===== config.mk =====
export PLATFORM = sky130hd
export DESIGN_NAME = uart_tx_sched
export DESIGN_NICKNAME = d
export VERILOG_FILES = /design/src/rtl/uart_tx_sched_pkg.sv /design/src/rtl/uart_tx_sched_rr_arbiter.sv /design/src/rtl/uart_tx_sched.sv
export SDC_FILE = /design/constraint.sdc
export NUM_CORES = 1
export LEC_CHECK = 0
export ABC_AREA = 1
export BUFFER_PORTS_ARGS = -buffer_cell sky130_fd_sc_hd__buf_2
export CAP_MARGIN = 5
export CORE_MARGIN = 8
export CORE_UTILIZATION = 35
export DETAILED_ROUTE_END_ITERATION = 6
export HOLD_SLACK_MARGIN = 0.03
export PLACE_DENSITY_LB_ADDON = 0.25
export SYNTH_ARGS = -nofsm -noshare
export SYNTH_HDL_FRONTEND = slang
export SYNTH_HIERARCHICAL = 1
export SYNTH_SLANG_ARGS = --single-unit
export TNS_END_PERCENT = 5

===== constraint.sdc =====
create_clock -name clk_i -period 2.5 [get_ports clk_i]
set_clock_uncertainty 0.2 [all_clocks]
set_input_delay 0.25 -clock clk_i [delete_from_list [all_inputs] [get_ports clk_i]]
set_output_delay 0.25 -clock clk_i [all_outputs]
set_load 0.1 [all_outputs]

===== src/rtl/uart_tx_sched_pkg.sv =====
// uart_tx_sched_pkg
// Shared definitions for the UART TX scheduler: the register map of the
// UART transmit slave, the bit positions inside its STATUS register, and
// the scheduler FSM state encoding.
package uart_tx_sched_pkg;

    // UART TX slave register map
    localparam logic [3:0] UART_ADR_STATUS = 4'h0;
    localparam logic [3:0] UART_ADR_DATA   = 4'h1;

    // STATUS register: read bit = transmitter ready, write bit = start
    localparam int TX_READY_BIT = 0;
    localparam int TX_START_BIT = 0;

    typedef enum logic [2:0] {
        ST_IDLE   = 3'd0,
        ST_RD_ST  = 3'd1,
        ST_RD_W   = 3'd2,
        ST_WR_D   = 3'd3,
        ST_WR_D_W = 3'd4,
        ST_WR_E   = 3'd5,
        ST_WR_E_W = 3'd6,
        ST_GUARD  = 3'd7
    } state_e;

endpackage


===== src/rtl/uart_tx_sched_rr_arbiter.sv =====
// uart_tx_sched_rr_arbiter
// Combinational round-robin picker: returns the first asserted request at
// or after the pointer, wrapping modulo NREQ.
// Ports:
//   req_i      request vector
//   ptr_i      highest-priority index this round
//   gnt_oh_o   one-hot grant (all zero when no request)
//   gnt_idx_o  index of the granted request
//   any_o      at least one request is asserted
module uart_tx_sched_rr_arbiter #(
    parameter int NREQ = 4
) (
    input  logic [NREQ-1:0]         req_i,
    input  logic [$clog2(NREQ)-1:0] ptr_i,
    output logic [NREQ-1:0]         gnt_oh_o,
    output logic [$clog2(NREQ)-1:0] gnt_idx_o,
    output logic                    any_o
);

    localparam int GW = $clog2(NREQ);

    function automatic logic [GW-1:0] wrap_add(input logic [GW-1:0] base, input int off);
        int sum;
        sum = int'(base) + off;
        if (sum >= NREQ) begin
            sum = sum - NREQ;
        end
        return GW'(sum);
    endfunction

    // Scan from the farthest offset back to the pointer so the closest
    // asserted request is the one left standing.
    always_comb begin
        gnt_idx_o = '0;
        any_o     = 1'b0;
        gnt_oh_o  = '0;
        for (int k = NREQ - 1; k >= 0; k--) begin
            if (req_i[wrap_add(ptr_i, k)]) begin
                gnt_idx_o = wrap_add(ptr_i, k);
                any_o     = 1'b1;
            end
        end
        if (any_o) begin
            gnt_oh_o[gnt_idx_o] = 1'b1;
        end
    end

endmodule


===== src/rtl/uart_tx_sched.sv =====
// uart_tx_sched
// Wishbone master that owns the UART TX slave and feeds it bytes from NREQ
// requesters in round-robin order. Per byte: poll STATUS until ready, write
// DATAREG, write STATUS start bit, then hold off for GUARD_CYC cycles.
// Ports:
//   clk_i, rst_ni        clock, async active-low reset
//   req_valid_i/data_i   per-requester byte offer (byte i in [8i+7:8i])
//   req_ready_o          one-cycle one-hot pulse when a byte is taken
//   wb_*                 single-strobe Wishbone master towards the UART
//   busy_o               FSM not in IDLE
//   grant_o              requester currently served
//   err_o / err_clr_i    sticky ack-timeout flag and its clear
//
// state     | meaning
// ----------+------------------------------------------------------
// IDLE      | waiting for any request; arbitrates and captures byte
// RD_ST     | STATUS read strobe on the bus
// RD_W      | waiting for STATUS read ack; re-poll if not ready
// WR_D      | DATAREG write strobe with captured byte
// WR_D_W    | waiting for DATAREG write ack
// WR_E      | STATUS write strobe (start)
// WR_E_W    | waiting for start write ack
// GUARD     | idle gap before the UART is polled again
module uart_tx_sched
    import uart_tx_sched_pkg::*;
#(
    parameter int         NREQ        = 4,
    parameter logic [3:0] ADR_STATUS  = UART_ADR_STATUS,
    parameter logic [3:0] ADR_DATA    = UART_ADR_DATA,
    parameter int         ACK_TIMEOUT = 16,
    parameter int         GUARD_CYC   = 2
) (
    input  logic                    clk_i,
    input  logic                    rst_ni,
    input  logic [NREQ-1:0]         req_valid_i,
    input  logic [8*NREQ-1:0]       req_data_i,
    output logic [NREQ-1:0]         req_ready_o,
    output logic [3:0]              wb_adr_o,
    output logic [7:0]              wb_dat_o,
    input  logic [7:0]              wb_dat_i,
    output logic                    wb_stb_o,
    output logic                    wb_we_o,
    input  logic                    wb_ack_i,
    output logic                    busy_o,
    output logic [$clog2(NREQ)-1:0] grant_o,
    output logic                    err_o,
    input  logic                    err_clr_i
);

    localparam int         GW        = $clog2(NREQ);
    localparam int         TW        = $clog2(ACK_TIMEOUT);
    localparam int         CW        = (GUARD_CYC > 1) ? $clog2(GUARD_CYC) : 1;
    localparam logic [7:0] START_CMD = 8'(1 << TX_START_BIT);

    state_e          state;
    logic [GW-1:0]   rr_ptr;
    logic [GW-1:0]   ptr_next;
    logic [7:0]      tx_byte;
    logic [TW-1:0]   ack_tmr;
    logic [CW-1:0]   guard_tmr;
    logic            in_wait;
    logic            ack_to;

    logic [NREQ-1:0] arb_oh;
    logic [GW-1:0]   arb_idx;
    logic            arb_any;

    logic            unused_dat;

    assign unused_dat = ^wb_dat_i;

    uart_tx_sched_rr_arbiter #(
        .NREQ(NREQ)
    ) u_arb (
        .req_i    (req_valid_i),
        .ptr_i    (rr_ptr),
        .gnt_oh_o (arb_oh),
        .gnt_idx_o(arb_idx),
        .any_o    (arb_any)
    );

    assign in_wait  = (state == ST_RD_W) || (state == ST_WR_D_W) || (state == ST_WR_E_W);
    // The timer reaches zero on the last cycle an ack is still accepted,
    // so err_o becomes visible exactly ACK_TIMEOUT cycles after the strobe.
    assign ack_to   = in_wait && !wb_ack_i && (ack_tmr == '0);
    assign ptr_next = (grant_o == GW'(NREQ - 1)) ? '0 : grant_o + 1'b1;

    always_ff @(posedge clk_i or negedge rst_ni) begin
        if (!rst_ni) begin
            state       <= ST_IDLE;
            rr_ptr      <= '0;
            tx_byte     <= '0;
            ack_tmr     <= '0;
            guard_tmr   <= '0;
            req_ready_o <= '0;
            wb_adr_o    <= '0;
            wb_dat_o    <= '0;
            wb_stb_o    <= 1'b0;
            wb_we_o     <= 1'b0;
            busy_o      <= 1'b0;
            grant_o     <= '0;
            err_o       <= 1'b0;
        end else begin
            req_ready_o <= '0;
            wb_stb_o    <= 1'b0;

            if (err_clr_i) begin
                err_o <= 1'b0;
            end else if (ack_to) begin
                err_o <= 1'b1;
            end

            if (ack_to) begin
                // Abandon the byte but still move the pointer past the requester.
                state  <= ST_IDLE;
                busy_o <= 1'b0;
                rr_ptr <= ptr_next;
            end else begin
                case (state)
                    ST_IDLE: begin
                        if (arb_any) begin
                            tx_byte     <= req_data_i[{arb_idx, 3'b000} +: 8];
                            req_ready_o <= arb_oh;
                            grant_o     <= arb_idx;
                            busy_o      <= 1'b1;
                            wb_stb_o    <= 1'b1;
                            wb_adr_o    <= ADR_STATUS;
                            wb_we_o     <= 1'b0;
                            wb_dat_o    <= '0;
                            state       <= ST_RD_ST;
                        end
                    end
                    ST_RD_ST: begin
                        ack_tmr <= TW'(ACK_TIMEOUT - 2);
                        state   <= ST_RD_W;
                    end
                    ST_RD_W: begin
                        if (wb_ack_i) begin
                            wb_stb_o <= 1'b1;
                            if (wb_dat_i[TX_READY_BIT]) begin
                                wb_adr_o <= ADR_DATA;
                                wb_we_o  <= 1'b1;
                                wb_dat_o <= tx_byte;
                                state    <= ST_WR_D;
                            end else begin
                                state    <= ST_RD_ST;
                            end
                        end else begin
                            ack_tmr <= ack_tmr - 1'b1;
                        end
                    end
                    ST_WR_D: begin
                        ack_tmr <= TW'(ACK_TIMEOUT - 2);
                        state   <= ST_WR_D_W;
                    end
                    ST_WR_D_W: begin
                        if (wb_ack_i) begin
                            wb_stb_o <= 1'b1;
                            wb_adr_o <= ADR_STATUS;
                            wb_we_o  <= 1'b1;
                            wb_dat_o <= START_CMD;
                            state    <= ST_WR_E;
                        end else begin
                            ack_tmr <= ack_tmr - 1'b1;
                        end
                    end
                    ST_WR_E: begin
                        ack_tmr <= TW'(ACK_TIMEOUT - 2);
                        state   <= ST_WR_E_W;
                    end
                    ST_WR_E_W: begin
                        if (wb_ack_i) begin
                            if (GUARD_CYC == 0) begin
                                state  <= ST_IDLE;
                                busy_o <= 1'b0;
                                rr_ptr <= ptr_next;
                            end else begin
                                guard_tmr <= CW'(GUARD_CYC - 1);
                                state     <= ST_GUARD;
                            end
                        end else begin
                            ack_tmr <= ack_tmr - 1'b1;
                        end
                    end
                    ST_GUARD: begin
                        if (guard_tmr == '0) begin
                            state  <= ST_IDLE;
                            busy_o <= 1'b0;
                            rr_ptr <= ptr_next;
                        end else begin
                            guard_tmr <= guard_tmr - 1'b1;
                        end
                    end
                    default: begin
                        state  <= ST_IDLE;
                        busy_o <= 1'b0;
                    end
                endcase
            end
        end
    end

endmodule


# == Word level (Yosys, flattened, before mapping) ==
# Cells that the tools add are included.
# word_totals
reg_bits,40
latchBits,0
ramBits,0
rom_bits,0
in_bits,48
out_inout_bits,22
mem_count,0
# classes
n_addsub,10
multipliers,0
div_mod_pow,0
order_cmp,10
eq_ne,20
shifts,1
n_mux,66
bitwise,1
n_reduce_logical,24
# ops
cell,count
$mux W4,8
$mux W8,4
$shiftx A32 B6 Y8,1
$mux W2,13
$pmux W3 S8,1
$pmux W8 S3,1
$mux W1,22
$mux W3,6
$lt A2 B3 Y1 const B,5
$ne A3 B3 Y1 const B,5
$eq A3 B3 Y1 const B,4
$ne A2 B2 Y1 const B,6
$pmux W4 S3,1
$reduce_and A3 Y1,4
$ge A3 B3 Y1 const B,3
$bmux W1 S2,4
$pmux W4 S2,1
$reduce_bool A2 Y1,4
$sub A2 B1 Y2 const B,4
$add A2 B2 Y3 const B,2
$eq A3 B2 Y1 const B,2
$pmux W1 S2,3
$reduce_and A6 Y1,1
$reduce_bool A3 Y1,2
21 further kinds,25

# == Logic depth before layout (Yosys ltp) ==
# Gate-level depths: netlist of the first run.
# depth
depth_word,16
depth_mapped,18
mapped_depth_nobuf,15

# == Cells and area by module ==
# Netlist of the first run, hierarchy kept.
# by_module_without_submodules
module,n_inst,cells_each,area_per_inst_um2,seq_area_each_um2
uart_tx_sched,1,261,2147.1,925.9
uart_tx_sched_rr_arbiter,1,52,275.3,0.0

# == Least setup slack after synthesis of the first run ==
# No wires, ideal clock.
# synth_path
path_kind,register -> register
from,register rr_ptr[0]
to,register tx_byte[2]
setup_ps,117
t_arrival_ps,1753
slack_ps,430
stages_incl_launch_ff,18
path_cell_list,dfrtp_1 -> buf_6 -> inv_6 -> nand2_2 -> nand2_2 -> nand2_1 -> nand2_1 -> nand2_2 -> nand2_2 -> nand2_2 -> nand2_4 -> buf_2 -> inv_1 -> buf_2 -> o21ai_0 -> o21ai_1 -> nand2_1 -> o21ai_2
# synth_between
elab_chain_cells,10
word_cells_on_any_way,33
# synth_lines
item,line,rtl
"start, declared",uart_tx_sched.sv:56,logic [GW-1:0] rr_ptr;
"start signal, assigned",uart_tx_sched.sv:117,rr_ptr <= ptr_next;
"start signal, assigned",uart_tx_sched.sv:176,rr_ptr <= ptr_next;
"start signal, assigned",uart_tx_sched.sv:189,rr_ptr <= ptr_next;
$add A2 B2 Y3,uart_tx_sched_rr_arbiter.sv:24,sum = int'(base) + off;
$ge A3 B3 Y1 or $sub A2 B1 Y2 (tied branches),"uart_tx_sched_rr_arbiter.sv:25, uart_tx_sched_rr_arbiter.sv:26",
$mux W2,uart_tx_sched_rr_arbiter.sv:25,if (sum >= NREQ) begin
$bmux W1 S2,uart_tx_sched_rr_arbiter.sv:38,"if (req_i[wrap_add(ptr_i, k)]) begin"
$mux W1 (implied by the code),uart_tx_sched_rr_arbiter.sv:38,
$mux W2 (3 in a row),uart_tx_sched_rr_arbiter.sv:38,
$mux W2 *,uart_tx_sched_rr_arbiter.sv:38,
net arb_idx[0],uart_tx_sched.sv:65,logic [GW-1:0] arb_idx;
$shiftx A32 B6 Y8 *,uart_tx_sched.sv:122,"tx_byte <= req_data_i[{arb_idx, 3'b000} +: 8];"
"end signal, assigned",uart_tx_sched.sv:122,
"end, declared",uart_tx_sched.sv:58,logic [7:0] tx_byte;
# Mark *: on every way through the listed nets, which the timed path passes. The rest lies on a longest branch. The select of a mux whose other input is x is not followed.
# A chain may end at the register's enable or synchronous reset.

# == Worst setup path in the final report of the first run ==
# layout_path
from,register rr_ptr[0]
to,register tx_byte[4]
# Same word-level chain as after synthesis.

==> impl_metrics.toml, run 1 <==
[cells_and_area]
layout.cells.non_filler = 456
num_antenna_cells = 0
syn2layout_area_growth_pct = 18.3
n_fill_cell = 703
layout-drive-gt1-share_pct = 34.3
finish.utilization_pct = 42.4
fin_nets = 426

[synthesis]
synth_top_area_share_pct = 38.2
syn_area_per_cell_sq_um = 7.74
ys_warn_count = 6
synth_seq_cells = 37
syn_area_sq_um = 2420
synth-seq-area-share_pct = 38.2
synthTopCellsByArea = "dfrtp_1 (38%), nand2_1 (12%), nor2_1 (7.6%)"
netlist_instances = 313
synth_top_area_cell = "dfrtp_1"
ys_types = 28

[route]
postRouteAntennaNets = 0
via_per_inst = 4.60
drtIter0Drc = 64
routed_wl_um = 5510
route.detailed.drc = 0
vias = 2097
wl_per_cell_um = 12.1
drt_first_pass_iters = 4

[sta]
maxSlewHeadroom_pct = 44.4
holdWs_ps = 47.9
final.setup.tns_ps = 0
setup_violations = 0
finalCriticalPeriod_ps = 2240
final-hold-violation-count = 0
final_max_slew_viol_count = 0
rsz0062_at_grt = "true"
fmax_ghz = 0.446
fin_crit_sh_pct = 89.6
worstMarginPinSlew_ps = 834

[grt]
grt_pass1_vias = 2175
grt_max_degree = 38
grtUsageMet1_pct = 14.0
grt.busiest_layer = "met2"
track_usage_pct = 12.1
overflow = 0
use_met3_pct = 3.91
globalRouteMet2Util_pct = 20.5
grt_pass1_wl_um = 9770
antenna_found_initial = 0

[critical_path]
crit_path_frequent_cell = "nand2_2"
cp.arrival_ps = 2230
end_kind = "flip-flop"
crit_path_cell_trace = "buf_4, inv_6, nand2_2, nand2_2, nand2_1, nand2_1, nand2_2, nand2_2, nand2_2, nand2_4, inv_1, o21ai_0, o21ai_0, nand2_1, o21ai_2"
critPathRequiredTime_ps = 2490
critPathMaxStageDelay_ps = 380
path_class = "flip-flop to flip-flop"
start_kind = "flip-flop"
path_max_fanout = 17
cpMaxStageDelayCell = "dfrtp_1"

[cts]
cts_resized = 0
clk_latency_ps = 290
clk_pin_slew_ps = 80
tritoncts = "built"
post_cts_buffers = 0
clockBufferDepth = 2
cts_root_buf = "clkbuf_8"
numCtsBuffers = 5
cts-htree-levels = 2
cts_sinks = 37

[pwr]
p_total_w = 0.00408
ir_drop_uv = 433
p_leak_nw = 1.53
power_per_cell_area_nw_per_um2 = 1420

[floorplanning]
dieArea_sq_um = 9840
die_h_um = 99.2
fp-row-count = 30
start_util_pct = 35.9
coreArea_sq_um = 6760
fp.dieW_um = 99.2
pin_count = 70

[run_status]
status = "completed"

[place]
gp_congestion = 0.810
dpl.hpwl_um = 4310
dp_cells = 446
io_buffers = 59

[min_path]
hold_class = "input pin to flip-flop"

[run]
cap_violations = 0
[registers in the layout, indices dropped and copies added (netlist names)]
register     flops
wb_we_o          1
grant_o          2
rr_ptr           2
guard_tmr        1
wb_stb_o         1
wb_adr_o         1
err_o            1
tx_byte          8
ack_tmr          4
busy_o           1
wb_dat_o         8
state            3
req_ready_o      4
[critical path: cells and delay by family, from the launching register on]
family / cells / cell delay [ps]
AND/OR/NAND/NOR: 9 / 620
buffers and inverters: 3 / 440
flip-flops: 1 / 380
AO/OA/AOI/OAI: 3 / 510
[per-layer routing]
metal	wire length, um	share of wire [%]
met2	2500	45
met1	2500	45
met5	0	0
met3	438	7.9
met4	74	1.3
[worst paths after layout]
check | from | to | slack, ps | cells past startpoint
min | wb_ack_i | wb_we_o | 50 | 3
max | rr_ptr[0] | tx_byte[4] | 260 | 15
max in group asynchronous | rst_ni | ack_tmr[1] | 1170 | 2
min reg2reg | wb_dat_o[4] | wb_dat_o[4] | 270 | 2
max reg2reg | rr_ptr[0] | tx_byte[4] | 260 | 15
min in group asynchronous | rst_ni | wb_dat_o[7] | 390 | 2
[cell usage after synthesis (all sizes together)]
| cell type | n |
|---|---|
| o21a | 1 |
| nand4 | 4 |
| xnor2 | 1 |
| inv | 31 |
| nand3 | 25 |
| ha | 3 |
| nor2 | 56 |
| a21oi | 6 |
| dfrtp | 37 |
| o21ai | 38 |
| buf | 12 |
| conb | 1 |
| nand2 | 97 |
| o21bai | 1 |
[final cells by class]
cell class	count	area (sq um)	area share [%]
multi-input combinational	235	1280	44.5
inverter	31	121	4.24
sequential	37	926	32.3
clock inverter	2	13.8	0.480
timing repair buffer	65	345	12.1
clock buffer	6	82.6	2.88
tap	80	100	3.49
[through the flow]
| step | worst slack, ps | area, sq um |
|---|---|---|
| after floorplan | 430 | 2430 |
| after global placement | 272 | 2750 |
| after detailed placement | 244 | 2750 |
| after CTS | 231 | 2870 |
| after global routing | -39.4 | 2870 |
| final | 260 | 2870 |
[where the power goes]
| part | internal, W | total, W | switching [W] |
|---|---|---|---|
| logic | 0.000735 | 0.00267 | 0.00193 |
| clock network | 0.000223 | 0.000445 | 0.000221 |
| registers | 0.000819 | 0.000970 | 0.000150 |
| total | 0.00178 | 0.00408 | 0.00230 |
[placed cells by master (no fill, tap or decap), types with 2 or more instances in the layout]
| cell type | netlist | routed |
|---|---|---|
| nand3_2 | 15 | 15 |
| nand4_1 | 4 | 4 |
| nand2_8 | 2 | 2 |
| o21ai_0 | 23 | 23 |
| dfrtp_1 | 37 | 37 |
| ha_1 | 3 | 3 |
| inv_1 | 22 | 22 |
| inv_2 | 8 | 8 |
| nor2_1 | 49 | 49 |
| nand2_2 | 14 | 14 |
| nand2_4 | 3 | 3 |
| clkbuf_8 | 0 | 6 |
| a21oi_1 | 6 | 6 |
| buf_2 | 5 | 59 |
| buf_4 | 4 | 4 |
| nand3_1 | 10 | 10 |
| dlygate4sd3_1 | 0 | 2 |
| nor2_8 | 3 | 3 |
| o21ai_2 | 8 | 8 |
| nor2_2 | 3 | 3 |
| conb_1 | 1 | 3 |
| nand2_1 | 78 | 78 |
| o21ai_1 | 7 | 7 |
[what timing repair did]
item                                   in CTS  in global routing
hold buffers                                2                  0
endpoints found under the hold margin      38                  0
setup endpoints to repair                   0                  4
[kinds of logic (layout without fill, tap and decap cells)]
kind of cell | after synthesis | count (layout) | share of synthesized area (%)
other | 1 | 3 | 0.155
flip-flops | 37 | 37 | 38.2
AO/OA/AOI/OAI | 46 | 46 | 11.0
buffers and inverters | 43 | 104 | 9.40
adder cells (fa/ha/maj) | 3 | 3 | 1.55
AND/OR/NAND/NOR | 182 | 182 | 39.4
XOR/XNOR | 1 | 1 | 0.362
(Power assumes the default switching activity.)
==> inputs of run 2 (changes only) <==
REMOVE_ABC_BUFFERS = 1   (was not set)
==> run 2 against run 1 <==
Effect of this change:
- die area unchanged
- global-route usage down 0.14 points
- sequential cell count unchanged
- critical endpoint is now tx_byte[5]
- total power up 2.2%
- count of clock-buffer cells in the layout up 1
- combinational power down 1%
- sequential power about the same
- maximum frequency up 0.86%
- critical path depth down 1
- clock power up 20%
- first-iteration DRC count down 28%
- via count up 0.24%
- highest routed layer unchanged
==> impl_metrics.toml, run 2 (synthesis gave the netlist of run 1 again) <==
[floorplanning]
pin_count = 70
die_h_um = 99.2
fp-row-count = 30
start_util_pct = 35.9
coreArea_sq_um = 6760
dieArea_sq_um = 9840
fp.dieW_um = 99.2

[route]
routed_wl_um = 5410
postRouteAntennaNets = 0
wl_per_cell_um = 11.9
drtIter0Drc = 46
via_per_inst = 4.62
route.detailed.drc = 0
drt_first_pass_iters = 4
vias = 2102

[critical_path]
critPathRequiredTime_ps = 2470
cp.arrival_ps = 2190
start_kind = "flip-flop"
path_max_fanout = 17
end_kind = "flip-flop"
path_class = "flip-flop to flip-flop"

[sta]
finalCriticalPeriod_ps = 2220
rsz0062_at_grt = "false"
worstMarginPinSlew_ps = 828
fin_crit_sh_pct = 88.8
final_max_slew_viol_count = 0
fmax_ghz = 0.450
final.setup.tns_ps = 0
final-hold-violation-count = 0
setup_violations = 0
maxSlewHeadroom_pct = 44.8

[grt]
antenna_found_initial = 0
overflow = 0
track_usage_pct = 11.9
grt_pass1_vias = 2202
grt_max_degree = 38
grt_pass1_wl_um = 9760

[cells_and_area]
layout-drive-gt1-share_pct = 34.4
fin_area_sq_um = 2880
final_common_cell = "nand2_1"
num_antenna_cells = 0
reg_top3 = "tx_byte x8, wb_dat_o x8"
fin_nets = 425
final_cell_mix = "nand2_1 (78), buf_2 (59), nor2_1 (49)"
syn2layout_area_growth_pct = 19.0

[pwr]
ir_drop_uv = 603
power_per_cell_area_nw_per_um2 = 1450
swShare_pct = 54.8
p_seq_share_pct = 24.0
p_clk_share_pct = 12.8
p_leak_nw = 1.53
combPwrFrac_pct = 63.2
p_sw_w = 0.00229
p_int_w = 0.00188

[place]
dpl.hpwl_um = 4180
gp_congestion = 0.847
placed_cell_area_sq_um = 2740
io_buffers = 59

[cts]
cts_sinks = 37
numCtsBuffers = 5
tritoncts = "built"
cts_root_buf = "clkbuf_8"
clockBufferDepth = 2
post_cts_buffers = 0
cts-htree-levels = 2
clk_latency_ps = 280
clk_pin_slew_ps = 70

[run]
cap_violations = 0

[min_path]
hold_class = "input pin to flip-flop"

[run_status]
status = "completed"
run 2: cell count changes in the layout (fill, tap and decap cells not counted), sizes merged:
cell / before / now
buf: 63 / 62
bufinv: 0 / 1
clkbuf: 6 / 7
clkinv: 2 / 0
clkinvlp: 0 / 1
inv: 31 / 30
run 2: final timing paths:
check | endpoint | depth (start not counted) | slack [ps] | startpoint
max in group asynchronous | rr_ptr[0] | 2 | 1130 | rst_ni
setup reg to reg | tx_byte[5] | 14 | 280 | rr_ptr[0]
hold / removal | wb_we_o | 3 | 60 | wb_ack_i
setup / recovery | tx_byte[5] | 14 | 280 | rr_ptr[0]
min in group asynchronous | wb_dat_o[6] | 2 | 400 | rst_ni
hold reg to reg | wb_dat_o[4] | 2 | 270 | wb_dat_o[4]
run 2: power groups by stage:
stage	combinational [W]	sequential, W	clock, W
after floorplan	0.00157	0.00154	0
after global placement	0.00261	0.00100	0
after detailed placement	0.00265	0.00101	0
after CTS	0.00266	0.000999	0.000554
after global routing	0.00295	0.00103	0.000580
final	0.00263	0.00100	0.000534
run 2: area by class of cell:
type,count,area (sq um)
fillers,692,3870
multi-input cells,235,1280
flip-flops and latches,37,927
repair buffers,64,338
inverters,31,125
well taps,80,100
clock buffers,7,86.3
clock inverters,1,30.0
run 2: timing repair:
item / 4_1_cts / 5_1_grt
hold buffers: 2 / 0
hold endpoints to repair: 38 / 0
endpoints found under the setup margin: 0 / 4
resized for setup: 0 / 2
run 2: metrics by stage:
stage	hold WS, ps	setup slack (ps)	instances	util (%)	power (W)
detailed placement	205	180	445	40.6	0.00365
global placement	198	227	445	40.6	0.00361
floorplan	-246	461	303	-	0.00311
finish	58.3	279	455	42.7	0.00417
CTS	56.2	154	455	42.6	0.00421
global route	63.5	84.0	455	42.7	0.00456
run 2: per-layer routing:
metal	vias to the layer above	routed length (um)	track usage, %
met2	63	2350	19.8
met5	-	0	0
met3	6	455	4.12
met4	0	74	4.31
li1	1105	-	-
met1	928	2530	13.9
run 2: critical path, cell delays in order, from the launching register on:
cell and delay [ps]:
dfrtp_2 500, inv_6 110, nand2_1 50, nand2_1 90, nand2_1 60, nand2_1 80, nand2_2 60, nand2_2 60
nand2_2 60, nand2_4 70, clkinvlp_4 250, o21ai_0 230, o21ai_0 130, nand2_1 100, o21ai_2 50
==> inputs of run 3 (changes only) <==
CORE_UTILIZATION = 50   (was 35)
SKIP_LAST_GASP = 1   (was not set)
==> run 3 against run 2 <==
Effect of this change:
- sequential cell count unchanged
- routed wire length fell by 2.8%
- global-route usage rose by 3.2 points
- largest power group unchanged
==> impl_metrics.toml, run 3 (synthesis gave the netlist of run 1 again) <==
[route]
postRouteAntennaNets = 0
drt_first_pass_iters = 4
drtIter0Drc = 90
routed_wl_um = 5250
wl_per_cell_um = 12.2
vias = 2118
route.detailed.drc = 0
via_per_inst = 4.93

[grt]
track_usage_pct = 15.1
antenna_found_initial = 0
grt_pass1_vias = 2104
grt_max_degree = 38
grt_pass1_wl_um = 9200
overflow = 0

[critical_path]
critical_path_buf_inv_count = 3
critPathRequiredTime_ps = 2530
reg2reg_from = "rr_ptr[0]"
cp_top_family = "simple AND/OR/NAND/NOR gates"
worstRegToRegCells = 14
path_max_fanout = 17
r2r_slack_ps = 340
crit_path_frequent_cell = "nand2_2"
end_kind = "flip-flop"
cp.arrival_ps = 2180
cpMaxStageDelayCell = "dfrtp_1"
path_class = "flip-flop to flip-flop"
start_kind = "flip-flop"
crit_path_cell_trace = "buf_4, inv_6, nand2_2, nand3_1, nand2_1, nand2_2, nand2_2, nand2_2, nand2_4, inv_1, nor2_1, o21ai_0, nand2_1, o21ai_2"
critPathMaxStageDelay_ps = 370
rr_endpoint = "tx_byte[6]"

[cells_and_area]
multi_input_area_sq_um = 1280
final_common_cell = "nand2_1"
finish.utilization_pct = 60.9
seq_area_sq_um = 926
n_fill_cell = 437
layout-drive-gt1-share_pct = 34.3
reg_top3 = "tx_byte x8, wb_dat_o x8"
num_antenna_cells = 0
syn2layout_area_growth_pct = 17.9
final_cell_mix = "nand2_1 (78), buf_2 (59), nor2_1 (49)"
fin_nets = 426

[floorplanning]
fp.dieW_um = 85.6
dieArea_sq_um = 7330
fp-row-count = 25
pin_count = 70
start_util_pct = 51.6
die_h_um = 85.6
coreArea_sq_um = 4690

[min_path]
hold_class = "input pin to flip-flop"
worstHoldStart = "wb_ack_i"
hold_path_end = "wb_we_o"
hold_depth = 3

[cts]
post_cts_buffers = 0
clk_pin_slew_ps = 70
cts.hold.buffers_added = 2
numCtsBuffers = 5
cts_root_buf = "clkbuf_8"
clk_latency_ps = 290
cts_resized = 0
clockBufferDepth = 2
cts_sinks = 37
tritoncts = "built"
cts-htree-levels = 2

[sta]
rsz0062_at_grt = "false"
maxSlewHeadroom_pct = 45.8
setup_violations = 0
final_max_slew_viol_count = 0
fin_crit_sh_pct = 86.3
final-hold-violation-count = 0
worstMarginPinSlew_ps = 814
finalCriticalPeriod_ps = 2160
fmax_ghz = 0.464
final.setup.tns_ps = 0

[run_status]
status = "completed"

[pwr]
power_per_cell_area_nw_per_um2 = 1460
p_leak_nw = 1.53
ir_drop_uv = 1040

[place]
io_buffers = 59
dpl.hpwl_um = 4020
gp_congestion = 0.809

[run]
cap_violations = 0
==> run 3: cell count changes in the layout (fill, tap and decap cells not counted), sizes merged <==
cell	delta
buf	+1
clkbuf	-1
inv	+1
==> run 3: report_power, final <==
| part | total (W) | switching (W) | internal (W) |
|---|---|---|---|
| combinational | 0.00265 | 0.00192 | 0.000734 |
| sequential | 0.000972 | 0.000152 | 0.000820 |
| clock | 0.000540 | 0.000215 | 0.000324 |
| total | 0.00416 | 0.00229 | 0.00188 |
==> run 3: worst max-delay path by stage <==
stage	from	to	slack, ps	cells after the start
after detailed placement	rr_ptr[0]	tx_byte[6]	350	14
after global placement	rr_ptr[0]	tx_byte[6]	350	14
final	rr_ptr[0]	tx_byte[6]	340	14
after global routing	rr_ptr[0]	tx_byte[3]	140	14
after CTS	rr_ptr[0]	tx_byte[6]	340	14
after floorplan	rr_ptr[0]	tx_byte[0]	460	13
==> run 3: metal layers <==
metal  GRT usage (%)  up-vias  part of all wire (%)
met2            25.7       50                    46
met4            4.78        0                   1.3
li1                -     1108                     -
met5               0        -                     0
met1            17.6      953                    45
met3            4.78        7                   7.9
==> run 3: cell type report <==
| type | instances | share of cell area, % |
|---|---|---|
| Multi-Input combinational cell | 235 | 44.7 |
| Clock inverter | 2 | 1.31 |
| Inverter | 31 | 4.25 |
| Timing Repair Buffer | 65 | 12.1 |
| Sequential cell | 37 | 32.4 |
| Tap cell | 54 | 2.37 |
| Clock buffer | 6 | 2.89 |
==> run 3: worst min-delay path: cells and delay by family <==
kind,cells,cell delay [ps]
buffers and inverters,1,140
and+or+nand+nor,2,110
==> run 3: metrics by stage <==
stage | hold WS [ps] | power [W] | instances | worst slack [ps] | instance area, sq um
2_1_floorplan | -246 | 0.00311 | 303 | 461 | 2320
3_3_place_gp | 190 | 0.00359 | 420 | 347 | 2720
3_5_place_dp | 186 | 0.00365 | 420 | 347 | 2720
4_1_cts | 36.6 | 0.00421 | 430 | 339 | 2860
5_1_grt | 51.8 | 0.00452 | 430 | 142 | 2860
6_report | 46.1 | 0.00416 | 430 | 343 | 2860
